===== src/rtl/imem_loader_pkg.sv =====
// ---------------------------------------------------------------
// imem_loader_pkg : shared state encoding and frame constants
// Revision: 1.0
// ---------------------------------------------------------------
`default_nettype none

package imem_loader_pkg;

  localparam logic [2:0] ST_IDLE = 3'd0;
  localparam logic [2:0] ST_LEN  = 3'd1;
  localparam logic [2:0] ST_DATA = 3'd2;
  localparam logic [2:0] ST_CSUM = 3'd3;
  localparam logic [2:0] ST_DONE = 3'd4;
  localparam logic [2:0] ST_ERR  = 3'd5;

  typedef enum logic [2:0] {
    IDLE = ST_IDLE,
    LEN  = ST_LEN,
    DATA = ST_DATA,
    CSUM = ST_CSUM,
    DONE = ST_DONE,
    ERR  = ST_ERR
  } state_e;

  localparam int unsigned LEN_BYTES  = 4;
  localparam int unsigned WORD_BYTES = 4;

endpackage

`default_nettype wire


===== src/rtl/imem_loader_word_assembler.sv =====
// ---------------------------------------------------------------
// word_assembler : packs bytes little-endian into a 32-bit word
// Revision: 1.0
// ---------------------------------------------------------------
`default_nettype none

module word_assembler
  import imem_loader_pkg::*;
(
  input  logic        clk,
  input  logic        rst_n,
  input  logic        clear_i,
  input  logic        en_i,
  input  logic [7:0]  byte_i,
  output logic        word_complete_o,
  output logic [31:0] word_o
);

  localparam int unsigned IDX_W = $clog2(WORD_BYTES);
  localparam logic [IDX_W-1:0] LAST_IDX = IDX_W'(WORD_BYTES - 1);

  logic [IDX_W-1:0] idx_q, idx_d;
  logic [31:0]      lanes_q, lanes_d;

  // word_o already contains the byte being accepted, so the consumer can
  // latch a complete word on the same edge as its last byte.
  always_comb begin
    word_o = lanes_q;
    word_o[8*idx_q +: 8] = byte_i;
    word_complete_o = en_i && (idx_q == LAST_IDX);
    idx_d   = idx_q;
    lanes_d = lanes_q;
    if (clear_i) begin
      idx_d   = '0;
      lanes_d = '0;
    end else if (en_i) begin
      idx_d   = idx_q + IDX_W'(1);
      lanes_d = word_o;
    end
  end

  always_ff @(posedge clk or negedge rst_n) begin
    if (!rst_n) begin
      idx_q   <= '0;
      lanes_q <= '0;
    end else begin
      idx_q   <= idx_d;
      lanes_q <= lanes_d;
    end
  end

endmodule

`default_nettype wire


===== src/rtl/imem_loader.sv =====
// ---------------------------------------------------------------
// imem_loader : streams a checksummed program image into imem
// Revision: 1.0
// ---------------------------------------------------------------
`default_nettype none

module imem_loader
  import imem_loader_pkg::*;
#(
  parameter int unsigned DEPTH     = 256,
  parameter logic [31:0] BASE_ADDR = 32'h0000_0000,
  parameter int unsigned CNT_W     = 9
) (
  input  logic             clk,
  input  logic             rst_n,
  input  logic             start,
  input  logic             s_valid,
  input  logic [7:0]       s_data,
  output logic             s_ready,
  output logic             wr_en,
  output logic [31:0]      wr_addr,
  output logic [31:0]      wr_data,
  output logic             cpu_hold,
  output logic             done,
  output logic             error,
  output logic [CNT_W-1:0] words_loaded
);

  localparam logic [31:0] DEPTH_W = 32'(DEPTH);

  state_e           state_q, state_d;
  logic [CNT_W-1:0] words_q, words_d, n_q, n_d, words_inc;
  logic [7:0]       csum_q, csum_d;
  logic             wr_en_q, wr_en_d;
  logic [31:0]      wr_addr_q, wr_addr_d, wr_data_q, wr_data_d;
  logic             accept, asm_en, asm_complete;
  logic [31:0]      asm_word, len_word, word_off;

  word_assembler u_asm (
    .clk             (clk),
    .rst_n           (rst_n),
    .clear_i         (start),
    .en_i            (asm_en),
    .byte_i          (s_data),
    .word_complete_o (asm_complete),
    .word_o          (asm_word)
  );

  // A byte offered alongside start belongs to the aborted frame.
  assign accept    = s_valid && s_ready && !start;
  assign asm_en    = accept && ((state_q == LEN) || (state_q == DATA));
  assign len_word  = asm_word[8*LEN_BYTES-1:0];
  assign words_inc = words_q + CNT_W'(1);
  assign word_off  = {{(30-CNT_W){1'b0}}, words_q, 2'b00};

  always_comb begin
    state_d   = state_q;
    words_d   = words_q;
    n_d       = n_q;
    csum_d    = csum_q;
    wr_en_d   = 1'b0;
    wr_addr_d = wr_addr_q;
    wr_data_d = wr_data_q;
    s_ready   = (state_q == LEN) || (state_q == DATA) || (state_q == CSUM);
    if (start) begin
      state_d = LEN;
      words_d = '0;
      n_d     = '0;
      csum_d  = '0;
    end else begin
      case (state_q)
        LEN: if (asm_complete) begin
          if (len_word > DEPTH_W) begin
            state_d = ERR;
          end else if (len_word == 32'd0) begin
            state_d = CSUM;
          end else begin
            state_d = DATA;
            n_d     = len_word[CNT_W-1:0];
          end
        end
        DATA: if (accept) begin
          csum_d = csum_q ^ s_data;
          if (asm_complete) begin
            wr_en_d   = 1'b1;
            wr_data_d = asm_word;
            wr_addr_d = BASE_ADDR + word_off;
            words_d   = words_inc;
            if (words_inc == n_q) state_d = CSUM;
          end
        end
        CSUM: if (accept) state_d = (s_data == csum_q) ? DONE : ERR;
        default: ;
      endcase
    end
  end

  always_ff @(posedge clk or negedge rst_n) begin
    if (!rst_n) begin
      state_q   <= IDLE;
      words_q   <= '0;
      n_q       <= '0;
      csum_q    <= '0;
      wr_en_q   <= 1'b0;
      wr_addr_q <= '0;
      wr_data_q <= '0;
    end else begin
      state_q   <= state_d;
      words_q   <= words_d;
      n_q       <= n_d;
      csum_q    <= csum_d;
      wr_en_q   <= wr_en_d;
      wr_addr_q <= wr_addr_d;
      wr_data_q <= wr_data_d;
    end
  end

  assign wr_en        = wr_en_q;
  assign wr_addr      = wr_addr_q;
  assign wr_data      = wr_data_q;
  assign words_loaded = words_q;
  assign done         = (state_q == DONE);
  assign error        = (state_q == ERR);
  assign cpu_hold     = (state_q != DONE);

endmodule

`default_nettype wire


===== config.mk =====
export PLATFORM = sky130hd
export DESIGN_NAME = imem_loader
export DESIGN_NICKNAME = d
export VERILOG_FILES = /design/src/rtl/imem_loader_pkg.sv /design/src/rtl/imem_loader_word_assembler.sv /design/src/rtl/imem_loader.sv
export SDC_FILE = /design/constraint.sdc
export NUM_CORES = 1
export LEC_CHECK = 0
export BUFFER_PORTS_ARGS = -buffer_cell sky130_fd_sc_hd__buf_2
export CAP_MARGIN = 5
export CORE_UTILIZATION = 60
export CTS_BUF_LIST = sky130_fd_sc_hd__clkbuf_2
export CTS_CLUSTER_SIZE = 16
export DETAILED_ROUTE_END_ITERATION = 6
export PLACE_DENSITY = 0.92
export SETUP_SLACK_MARGIN = 0.3
export SYNTH_ARGS = -nofsm -noshare
export SYNTH_HDL_FRONTEND = slang
export SYNTH_SLANG_ARGS = --single-unit

===== constraint.sdc =====
create_clock -name clk -period 5.4 [get_ports clk]
set_clock_uncertainty 0.1 [all_clocks]
set_input_delay 0.27 -clock clk [delete_from_list [all_inputs] [get_ports clk]]
set_output_delay 0.27 -clock clk [all_outputs]
set_load 0.01 [all_outputs]

==> metrics.md <==
| Metric | Value |
|---|---|
| Result of the run | `complete, no violations` |
| Count of yosys warnings during synthesis | `0` |
| Biggest fanout along the worst timing path | `12` |
| Std-Cell Rows | `34` |
| Final Critical Period | `3630 ps` |
| Category of the worst setup path capture point | `register` |
| Total number of vias | `4349` |
| Setup-failing EPs final | `0` |
| Clock insertion delay at the later pin of the skew report | `600 ps` |
| Wire length of the first global-routing pass | `19.8 mm` |
| RSZ-0062 raised after global routing | `false` |
| Post-route total power | `1.93 mW` |
| Placed cell areas | `5650 µm²` |
| Final standard cell utilization of the core | `66.5%` |
| Cell type with the largest total area after synthesis | `dfrtp_1` |
| Leftover overflow at the end of global routing | `0` |
| Sink count of the clock tree | `105` |
| Vias/cell | `6.02` |
| Antenna violations before repair | `0` |
| Cell count of the worst reg-to-reg path | `10` |
| Critical Path Start Type | `register` |
| Initial detailed-routing violation count | `356` |
| Pre-antenna DRT Iters | `6` |
| Post-Place Setup Slack | `1870 ps` |
| Synth Instances | `564` |
| Post-CTS setup buffer count | `0` |
| Fin Setup TNS | `0 ps` |
| Pleak | `2.78 nW` |
| Ant diodes | `0` |
| Die extent in y | `97.3 µm` |
| Total clock buffers created by CTS | `9` |
| Total standard cell area after synthesis | `5450 µm²` |
| FMAX | `275 MHz` |
| Area share of the leading cell type in the synthesized netlist | `48.2%` |
| Top cells by instance count after synthesis | `dfrtp_1 (105), nor2_1 (88), a21oi_1 (44), nor2b_1 (28), nand2_1 (27)` |
| Hold Fails Final Rpt | `0` |
| Number of buffers added on ports | `66` |
| CTS tree | `built` |
| Ratio of cells with drive above 1 in the final layout | `17.1%` |
| Max rail drop VDD | `0.168 mV` |
| Area Overhead vs Synth | `6.93%` |
| Cell total after placement | `698` |
| Worst hold margin | `156 ps` |
| Number of flops mapped to enable cells by yosys | `0` |
| Number of synthesized register bits | `105` |
| Slew HR | `20.6%` |
| Data required, critical path | `5820 ps` |
| Number of nets in the layout | `628` |
| # IOs | `90` |
| Vias in the first global route | `4032` |
| Power density of the placed cells | `331 nW/µm²` |
| Overall die area | `9480 µm²` |
| GRT Util Overall | `26.2%` |
| Setup slack of the critical path after layout | `1770 ps` |
| Ranking of synthesized cells by area | `dfrtp_1 (48%), nor2_1 (6.1%), a21oi_1 (4.0%)` |
| Endpoint arrival time on the critical path | `4050 ps` |
| Most frequently used cell type in the post-synthesis netlist | `dfrtp_1` |
| Gp weighted congestion | `0.852` |
| Final instance count without filler cells | `723` |
| Routed wire length | `12.2 mm` |
| Post-route DRC violation count | `0` |
| Final-report max-slew violation count | `0` |
| Maximum Capacitance Violations | `0` |
| Maximum number of pins on one net before global-route repair | `67` |
| Endpoint of the lowest-slack register-to-register path | `n_q[7]` |
| Post-detailed-route wirelength per cell | `16.9 µm` |
| Number of different library cells in the post-synthesis netlist | `48` |
| Clock tree root driver cell | `clkbuf_2` |
| Detailed-placement wirelength estimate | `8.22 mm` |
| Mean instance size in the synthesized netlist | `9.67 µm²` |
| Core Region | `8760 µm²` |
| Post-synth ARST share | `100%` |
| FF-to-FF setup slack | `1770 ps` |
| Share of the clock period used by the worst path after layout | `67.2%` |
| Die width | `97.3 µm` |
| Setup CP Type | `register to register` |
| Most used flip-flop cell after synthesis | `dfrtp_1` |
| Maximum level of the CTS H-tree | `3` |
| CP endpoint | `n_q[7]` |
| Reg clk slew, reported paths | `280 ps` |
| Worst Max-Slew Pin Slew | `1190 ps` |
| Final design area excluding fillers | `5830 µm²` |
| Hold Crit Class | `primary input to async pin` |
| Final antenna-violating net count | `0` |
| Largest buffer count on any clock path | `2` |
| Initial cell density of the core | `62.2%` |
| Fraction of the yosys area taken by sequential cells | `48.2%` |
| Source of the worst register-to-register timing path | `u_asm.idx_q[0]` |
| CP startpoint | `u_asm.idx_q[0]` |
| Resized Gates After CTS | `0` |
## what timing repair did
action / CTS / global route
endpoints found under the hold margin: 78 / 1
endpoints found under the setup margin: 0 / 0
hold buffers: 8 / 1
## worst min-delay path by stage
stage / start / end / slack (ps) / cells past startpoint
finish: rst_n / wr_addr[7] / 160 / 2
global route: rst_n / wr_addr[7] / 160 / 2
CTS: s_data[2] / csum_q[2] / 40 / 4
detailed placement: rst_n / wr_addr[7] / 320 / 1
global placement: rst_n / wr_addr[9] / 300 / 1
floorplan: rst_n / csum_q[0] / -130 / 0
## power breakdown
| group | switching (mW) | leakage, nW | internal [mW] |
|---|---|---|---|
| clock network | 0.266 | 0.0599 | 0.0638 |
| registers | 0.0593 | 1.45 | 0.857 |
| logic | 0.442 | 1.27 | 0.241 |
| total | 0.768 | 2.78 | 1.16 |
## flip-flops by register name, summed over array words and instances, names as in the netlist
register	cells
words_loaded	9
u_asm.lanes_q	32
u_asm.idx_q	2
wr_en	1
wr_data	32
csum_q	8
wr_addr	9
n_q	9
state_q	3
## cells in the final DEF, fill, tap and decap left out, types with 2 or more instances in the layout
cell / count
dfrtp_1: 105
nor2_1: 86
buf_2: 65
a21oi_1: 44
nor2b_1: 28
nand2_1: 27
a31oi_1: 26
conb_1: 23
a211oi_1: 22
xor2_1: 19
xnor2_1: 18
mux2i_1: 16
nand2b_1: 12
nand3_1: 11
nand4_1: 11
clkbuf_2: 10
mux2_2: 9
dlygate4sd3_1: 9
inv_1: 7
nor3_1: 6
a22oi_1: 6
ha_1: 6
o21ai_0: 5
buf_4: 5
or3_1: 4
and4b_1: 2
nor3b_4: 2
o211ai_1: 2
and4bb_2: 2
nor4_1: 2
o31a_2: 2
clkinv_4: 2
## final cells by class
class	instances	area [µm²]
Timing Repair Buffer	79	453
Multi-Input combinational cell	408	2500
Clock inverter	6	42.5
Sequential cell	105	2630
Fill cell	650	2930
Inverter	7	26.3
Clock buffer	10	50.0
Tap cell	108	135
## routing by layer
| metal | global-route usage, % | share of wire (%) |
|---|---|---|
| met5 | 0 | 0 |
| met4 | 11.8 | 3.3 |
| met3 | 4.75 | 6.9 |
| met2 | 39.7 | 47 |
| met1 | 37.0 | 43 |
## cell families after synthesis
| kind of cell | Yosys count | share of synthesized area (%) |
|---|---|---|
| multiplexers | 25 | 4.79 |
| flip-flops | 105 | 48.2 |
| adder cells (fa/ha/maj) | 6 | 1.38 |
| other | 1 | 0.0688 |
| AND/OR/NAND/NOR | 205 | 18.9 |
| AO/OA/AOI/OAI | 112 | 13.0 |
| buffers and inverters | 73 | 7.73 |
| XOR/XNOR | 37 | 5.94 |
## worst max-delay path, cell delays in order (launching register included)
cell     delay, ps
dfrtp_1        650
inv_1          170
ha_1           460
and4b_1        300
a21oi_1        310
nand4_1        140
nor4_1         330
nand4_1        290
nor4_2         330
buf_4          250
mux2i_1        230
(Power assumes the default switching activity.)
